$ cat src/rtl/tiny32_sram_responder.sv
// rtl/tiny32_sram_responder.sv - tiny32 bus target running each word access as four byte cycles on an 8-bit async SRAM
//
// Integrator note: WAIT_CYCLES=0 is accepted but produces no sram_nwe low
// pulse, so writes become no-ops. Use WAIT_CYCLES >= 1 for real SRAM.
module tiny32_sram_responder #(
    parameter int SRAM_ABITS  = 19,
    parameter int WAIT_CYCLES = 1
) (
    input  logic                  clk,
    input  logic                  nreset,
    input  logic                  sel,
    input  logic [31:0]           address,
    input  logic                  nrd,
    input  logic [3:0]            nwr,
    input  logic [31:0]           data_in,
    output logic [31:0]           data_out,
    output logic                  ready,
    output logic [SRAM_ABITS-1:0] sram_addr,
    output logic [7:0]            sram_dq_out,
    input  logic [7:0]            sram_dq_in,
    output logic                  sram_dq_oe,
    output logic                  sram_nce,
    output logic                  sram_noe,
    output logic                  sram_nwe
);

    typedef enum logic [1:0] {
        IDLE    = 2'd0,
        ACCESS  = 2'd1,
        DONE    = 2'd2,
        RELEASE = 2'd3
    } state_t;

    // Slot counter runs 0..SLOT_LAST; nwe is low for counts 1..WAIT_LAST.
    localparam logic [4:0] SLOT_LAST = 5'(WAIT_CYCLES + 1);
    localparam logic [4:0] WAIT_LAST = 5'(WAIT_CYCLES);

    state_t                  state_q, state_d;
    logic [1:0]              lane_q, lane_d;
    logic [4:0]              cnt_q, cnt_d;
    logic [SRAM_ABITS-3:0]   word_q, word_d;
    logic [31:0]             wdata_q, wdata_d;
    logic [3:0]              nwr_q, nwr_d;
    logic                    is_wr_q, is_wr_d;
    logic                    cap_q, cap_d;
    logic [1:0]              cap_lane_q, cap_lane_d;
    logic [31:0]             data_out_q, data_out_d;
    logic                    ready_q, ready_d;
    logic [SRAM_ABITS-1:0]   sram_addr_q, sram_addr_d;
    logic [7:0]              dq_out_q, dq_out_d;
    logic                    dq_oe_q, dq_oe_d;
    logic                    nce_q, nce_d;
    logic                    noe_q, noe_d;
    logic                    nwe_q, nwe_d;

    logic                    req;
    logic                    unused_addr_bits;

    assign req              = sel && (!nrd || (nwr != 4'hF));
    assign unused_addr_bits = ^{address[31:SRAM_ABITS], address[1:0]};

    // Sequencing: request capture, lane/slot counters and state transitions.
    always_comb begin
        state_d = state_q;
        lane_d  = lane_q;
        cnt_d   = cnt_q;
        word_d  = word_q;
        wdata_d = wdata_q;
        nwr_d   = nwr_q;
        is_wr_d = is_wr_q;
        unique case (state_q)
            IDLE: begin
                if (req) begin
                    state_d = ACCESS;
                    lane_d  = 2'd0;
                    cnt_d   = 5'd0;
                    word_d  = address[SRAM_ABITS-1:2];
                    wdata_d = data_in;
                    nwr_d   = nwr;
                    // Any low write lane wins over a simultaneous read strobe.
                    is_wr_d = (nwr != 4'hF);
                end
            end
            ACCESS: begin
                if (cnt_q == SLOT_LAST) begin
                    cnt_d = 5'd0;
                    if (lane_q == 2'd3) begin
                        state_d = DONE;
                    end else begin
                        lane_d = lane_q + 2'd1;
                    end
                end else begin
                    cnt_d = cnt_q + 5'd1;
                end
            end
            DONE: begin
                state_d = RELEASE;
            end
            RELEASE: begin
                // Held strobes must drop before another access is accepted.
                if (nrd && (nwr == 4'hF)) begin
                    state_d = IDLE;
                end
            end
            default: state_d = IDLE;
        endcase
    end

    // Output stage: strobes derived from current state, so the pins lag the
    // sequencer by one clock; read bytes are taken at the end of each slot.
    always_comb begin
        ready_d     = 1'b0;
        nce_d       = 1'b1;
        noe_d       = 1'b1;
        nwe_d       = 1'b1;
        dq_oe_d     = 1'b0;
        dq_out_d    = dq_out_q;
        sram_addr_d = sram_addr_q;
        cap_d       = 1'b0;
        cap_lane_d  = lane_q;
        data_out_d  = data_out_q;
        if (cap_q) begin
            data_out_d[{cap_lane_q, 3'b000} +: 8] = sram_dq_in;
        end
        unique case (state_q)
            ACCESS: begin
                nce_d       = 1'b0;
                sram_addr_d = {word_q, lane_q};
                if (!is_wr_q) begin
                    noe_d = 1'b0;
                    cap_d = (cnt_q == SLOT_LAST);
                end else if (!nwr_q[lane_q]) begin
                    dq_oe_d  = 1'b1;
                    dq_out_d = wdata_q[{lane_q, 3'b000} +: 8];
                    nwe_d    = !((cnt_q != 5'd0) && (cnt_q <= WAIT_LAST));
                end
            end
            DONE: begin
                ready_d = 1'b1;
            end
            default: ;
        endcase
    end

    // State and registered outputs; reset aborts any access immediately.
    always_ff @(posedge clk or negedge nreset) begin
        if (!nreset) begin
            state_q     <= IDLE;
            lane_q      <= 2'd0;
            cnt_q       <= 5'd0;
            word_q      <= '0;
            wdata_q     <= 32'd0;
            nwr_q       <= 4'hF;
            is_wr_q     <= 1'b0;
            cap_q       <= 1'b0;
            cap_lane_q  <= 2'd0;
            data_out_q  <= 32'd0;
            ready_q     <= 1'b0;
            sram_addr_q <= '0;
            dq_out_q    <= 8'd0;
            dq_oe_q     <= 1'b0;
            nce_q       <= 1'b1;
            noe_q       <= 1'b1;
            nwe_q       <= 1'b1;
        end else begin
            state_q     <= state_d;
            lane_q      <= lane_d;
            cnt_q       <= cnt_d;
            word_q      <= word_d;
            wdata_q     <= wdata_d;
            nwr_q       <= nwr_d;
            is_wr_q     <= is_wr_d;
            cap_q       <= cap_d;
            cap_lane_q  <= cap_lane_d;
            data_out_q  <= data_out_d;
            ready_q     <= ready_d;
            sram_addr_q <= sram_addr_d;
            dq_out_q    <= dq_out_d;
            dq_oe_q     <= dq_oe_d;
            nce_q       <= nce_d;
            noe_q       <= noe_d;
            nwe_q       <= nwe_d;
        end
    end

    assign data_out    = data_out_q;
    assign ready       = ready_q;
    assign sram_addr   = sram_addr_q;
    assign sram_dq_out = dq_out_q;
    assign sram_dq_oe  = dq_oe_q;
    assign sram_nce    = nce_q;
    assign sram_noe    = noe_q;
    assign sram_nwe    = nwe_q;

endmodule

$ cat config.mk
export PLATFORM = sky130hd
export DESIGN_NAME = tiny32_sram_responder
export DESIGN_NICKNAME = d
export VERILOG_FILES = /design/src/rtl/tiny32_sram_responder.sv
export SDC_FILE = /design/constraint.sdc
export NUM_CORES = 1
export LEC_CHECK = 0
export ABC_CLOCK_PERIOD_IN_PS = 1950
export CAP_MARGIN = 20
export CORE_ASPECT_RATIO = 1.4
export CORE_MARGIN = 4
export CORE_UTILIZATION = 44
export CTS_CLUSTER_SIZE = 20
export DETAILED_ROUTE_END_ITERATION = 10
export GPL_TIMING_DRIVEN = 0
export PLACE_DENSITY = 0.77
export SYNTH_ARGS = -nofsm -noshare
export SYNTH_HDL_FRONTEND = slang
export SYNTH_SLANG_ARGS = --single-unit
$ cat constraint.sdc
create_clock -name clk -period 1.95 [get_ports clk]
set_input_delay 0.2925 -clock clk [delete_from_list [all_inputs] [get_ports clk]]
set_output_delay 0.2925 -clock clk [all_outputs]
set_load 0.02 [all_outputs]
==> results.cfg <==
[clocking]
numCtsBuffers = 17
cts_tree = built
clock-root-buffer = clkbuf_16
cts.sinks = 130
clk_path_buf_depth = 2
clk_latency_ns = 0.40
cts.clk_slew.worst_paths_ns = 0.06
cts_max_level = 4

[placed_design]
io_buffer_count = 128
post-dp-hpwl_um = 8660
dpl-instance-area_sq_um = 6860
routabilityCongestion = 0.770
dp.cells = 619

[global_route]
grt_pass1_vias = 3876
top_usage_layer = met2
grt_max_degree = 86
grt_first_pass_wirelength_um = 20100
grt_antenna_before_repair = 0
use_met1_pct = 21.1
grt.met3_usage_pct = 8.05
grt-ovfl-total = 0
grt_util_met2_pct = 31.3
grt.total_usage_pct = 18.5

[route]
viasPerCell = 5.40
drt-initial-drc-count = 127
ant_nets = 0
routed-via-count = 3595
drtPass1Iterations = 4
wirelength_um = 12400
drc_errors = 0
wire_per_inst_um = 18.6

[power]
power.total_uw = 13500
ir_drop_mv = 0.989
p_leak_uw = 0.00334
power.density_nw_per_um2 = 1730

[critical_path]
slowest_delay_ns = 0.49
critPathBufInv = 2
cp_top_family = compound AO/OA/AOI/OAI gates
cp.depth = 7
worstPathCellList = inv_2, ha_1, or4b_4, a221oi_4, buf_6, o21ai_2, a211o_1
cp_slowest_cell = or4b_4
reg2regPathDepth = 7
crit_type = flip-flop to flip-flop
cp-end-kind = flip-flop
cp_max_fo = 3
startpoint_type = flip-flop
critPathRequiredTime_ns = 2.23
cp.arrival_ns = 2.35

[sta]
tightest_slew_ns = 0.686
finalSetupViolations = 4
fmax_ghz = 0.485
period_share_pct = 106
fin_setup_tns_ns = -0.322
clock_skew_ns = 0.00568
slew_viol_final = 0
rsz0062_at_grt = true
slew_headroom_pct = 54.3
finalCriticalPeriod_ns = 2.06
finalHoldViolCount = 0
setup_slack_ns = -0.113

[synth]
ys_seq_area_share_pct = 60.9
synthCells = 342
avgSynthCellArea_sq_um = 15.7
synth-seq-cells = 130
syn_area_sq_um = 5360
async_flop_share_pct = 100
ys.flop_type = dfrtp_1
synth_edf_count = 0
synth_nets = 437
ys_types = 42
yosys_warnings = 0

[floorplan]
dieArea_sq_um = 14000
die_h_um = 139
start_util_pct = 45.1
pin_count = 144
die_w_um = 101
rows = 47
coreArea_sq_um = 11900

[cells_and_area]
final_nets = 601
num_antenna_cells = 0
area_growth_pct = 46.2
final_cells = 666
drive_above_1_share_pct = 34.5
regArea_sq_um = 3260
multi_input_area_sq_um = 2110
design_area_sq_um = 7830
nFillCells = 865

[run]
cap_violations = 0

[outcome]
status = complete, but fails checks
violations = setup timing

[worst_hold_path]
worstHoldPathType = input port to async pin
-- layout by cell type (no fill, tap or decap), types with 5 or more instances in the layout --
cell type,count
bufinv_16,7
clkdlybuf4s50_1,127
dfstp_2,7
dfrtp_1,121
nand2_1,7
ha_1,13
nor2_1,5
mux2_2,81
buf_4,15
clkbuf_16,17
mux4_2,8
a22o_1,32
-- cells by family after synthesis --
group                      share of synthesized area [%]
AOI/OAI and AO/OA                                   8.88
muxes                                               21.0
buffers and inverters                               1.52
and+or+nand+nor                                     3.99
DFF                                                 60.9
xor gates and xnor gates                           0.164
adders and majority gates                           3.50
-- per-stage QoR --
stage	setup slack, ns	util, %	hold slack, ns
2_1_floorplan	-0.0740	-	-0.00309
3_3_place_gp	-4.20	57.4	0.388
3_5_place_dp	-0.618	57.7	0.244
4_1_cts	-0.112	65.0	0.387
5_1_grt	-0.154	65.9	0.405
6_report	-0.113	65.9	0.377
-- worst register-to-register path, cell delays in order (launching register included) --
cell	delay, ns
dfrtp_2	0.42
inv_2	0.06
ha_1	0.13
or4b_4	0.49
a221oi_4	0.38
buf_6	0.16
o21ai_2	0.05
a211o_1	0.26
-- final timing paths --
| path | to | slack [ns] | from |
|---|---|---|---|
| worst max-delay path | cap_lane_d[0] | -0.11 | cnt_q[0] |
| worst min-delay path | data_out[12] | 0.38 | nreset |
| worst max register to register | cap_lane_d[0] | -0.11 | cnt_q[0] |
| worst min register to register | cap_lane_q[0] | 0.41 | cap_lane_d[0] |
| max in group asynchronous | nwr_q[2] | 0.77 | nreset |
| min in group clk | cap_lane_q[0] | 0.41 | cap_lane_d[0] |
-- power by group --
| group | internal [uW] | switching, uW | leakage (uW) |
|---|---|---|---|
| sequential | 3940 | 652 | 0.00157 |
| clock | 2600 | 1140 | 0.000335 |
| combinational | 2930 | 2280 | 0.00144 |
| total | 9470 | 4070 | 0.00334 |
-- timing repair --
| action | 4_1_cts | 5_1_grt |
|---|---|---|
| gates resized for setup | 21 | 14 |
| hold buffers | 1 | 0 |
| buffers inserted | 8 | 6 |
| pin swaps | 4 | 3 |
| hold endpoints to repair | 45 | 0 |
| setup endpoints to repair | 112 | 72 |
-- cell type report --
class / count / area share [%]
Clock buffer: 19 / 5.79
Timing Repair Buffer: 145 / 18.5
Clock inverter: 13 / 3.26
Tap cell: 147 / 2.35
Buffer: 12 / 1.05
Inverter: 8 / 0.432
Multi-Input combinational cell: 192 / 26.9
Sequential cell: 130 / 41.7
-- sequential cells by signal, indices dropped and copies added (netlist names) --
| signal | cells |
|---|---|
| cap_lane_q | 2 |
| sram_nwe | 1 |
| state_q | 2 |
| sram_addr | 19 |
| is_wr_q | 1 |
| sram_nce | 1 |
| wdata_q | 32 |
| cap_lane_d | 2 |
| data_out | 32 |
| nwr_q | 4 |
| sram_dq_oe | 1 |
| word_q | 17 |
| ready | 1 |
| cnt_q | 5 |
| sram_dq_out | 8 |
| cap_q | 1 |
| sram_noe | 1 |
-- cell usage after synthesis (2+ instances only) --
master     number  area, sq um
a211o_1         4         35.0
a22o_1         32          280
and3_1          3         18.8
buf_2           5         25.0
clkbuf_1        6         22.5
dfrtp_1       123         3080
dfstp_2         7          184
ha_1           15          188
inv_1           8         30.0
mux2_2         81          912
mux2i_1         2         20.0
mux4_2          8          180
nand2_1         8         30.0
nand3_1         2         10.0
nor2_1          6         22.5
nor4_1          2         12.5
nor4b_2         3         45.0
o2bb2ai_1       3         26.3
-- routing by layer --
metal	share of wire [%]	vias to the layer above
li1	-	1610
met1	37	1821
met2	52	147
met3	9.5	17
met4	1.3	0
met5	0	-
(Power assumes the default switching activity.)
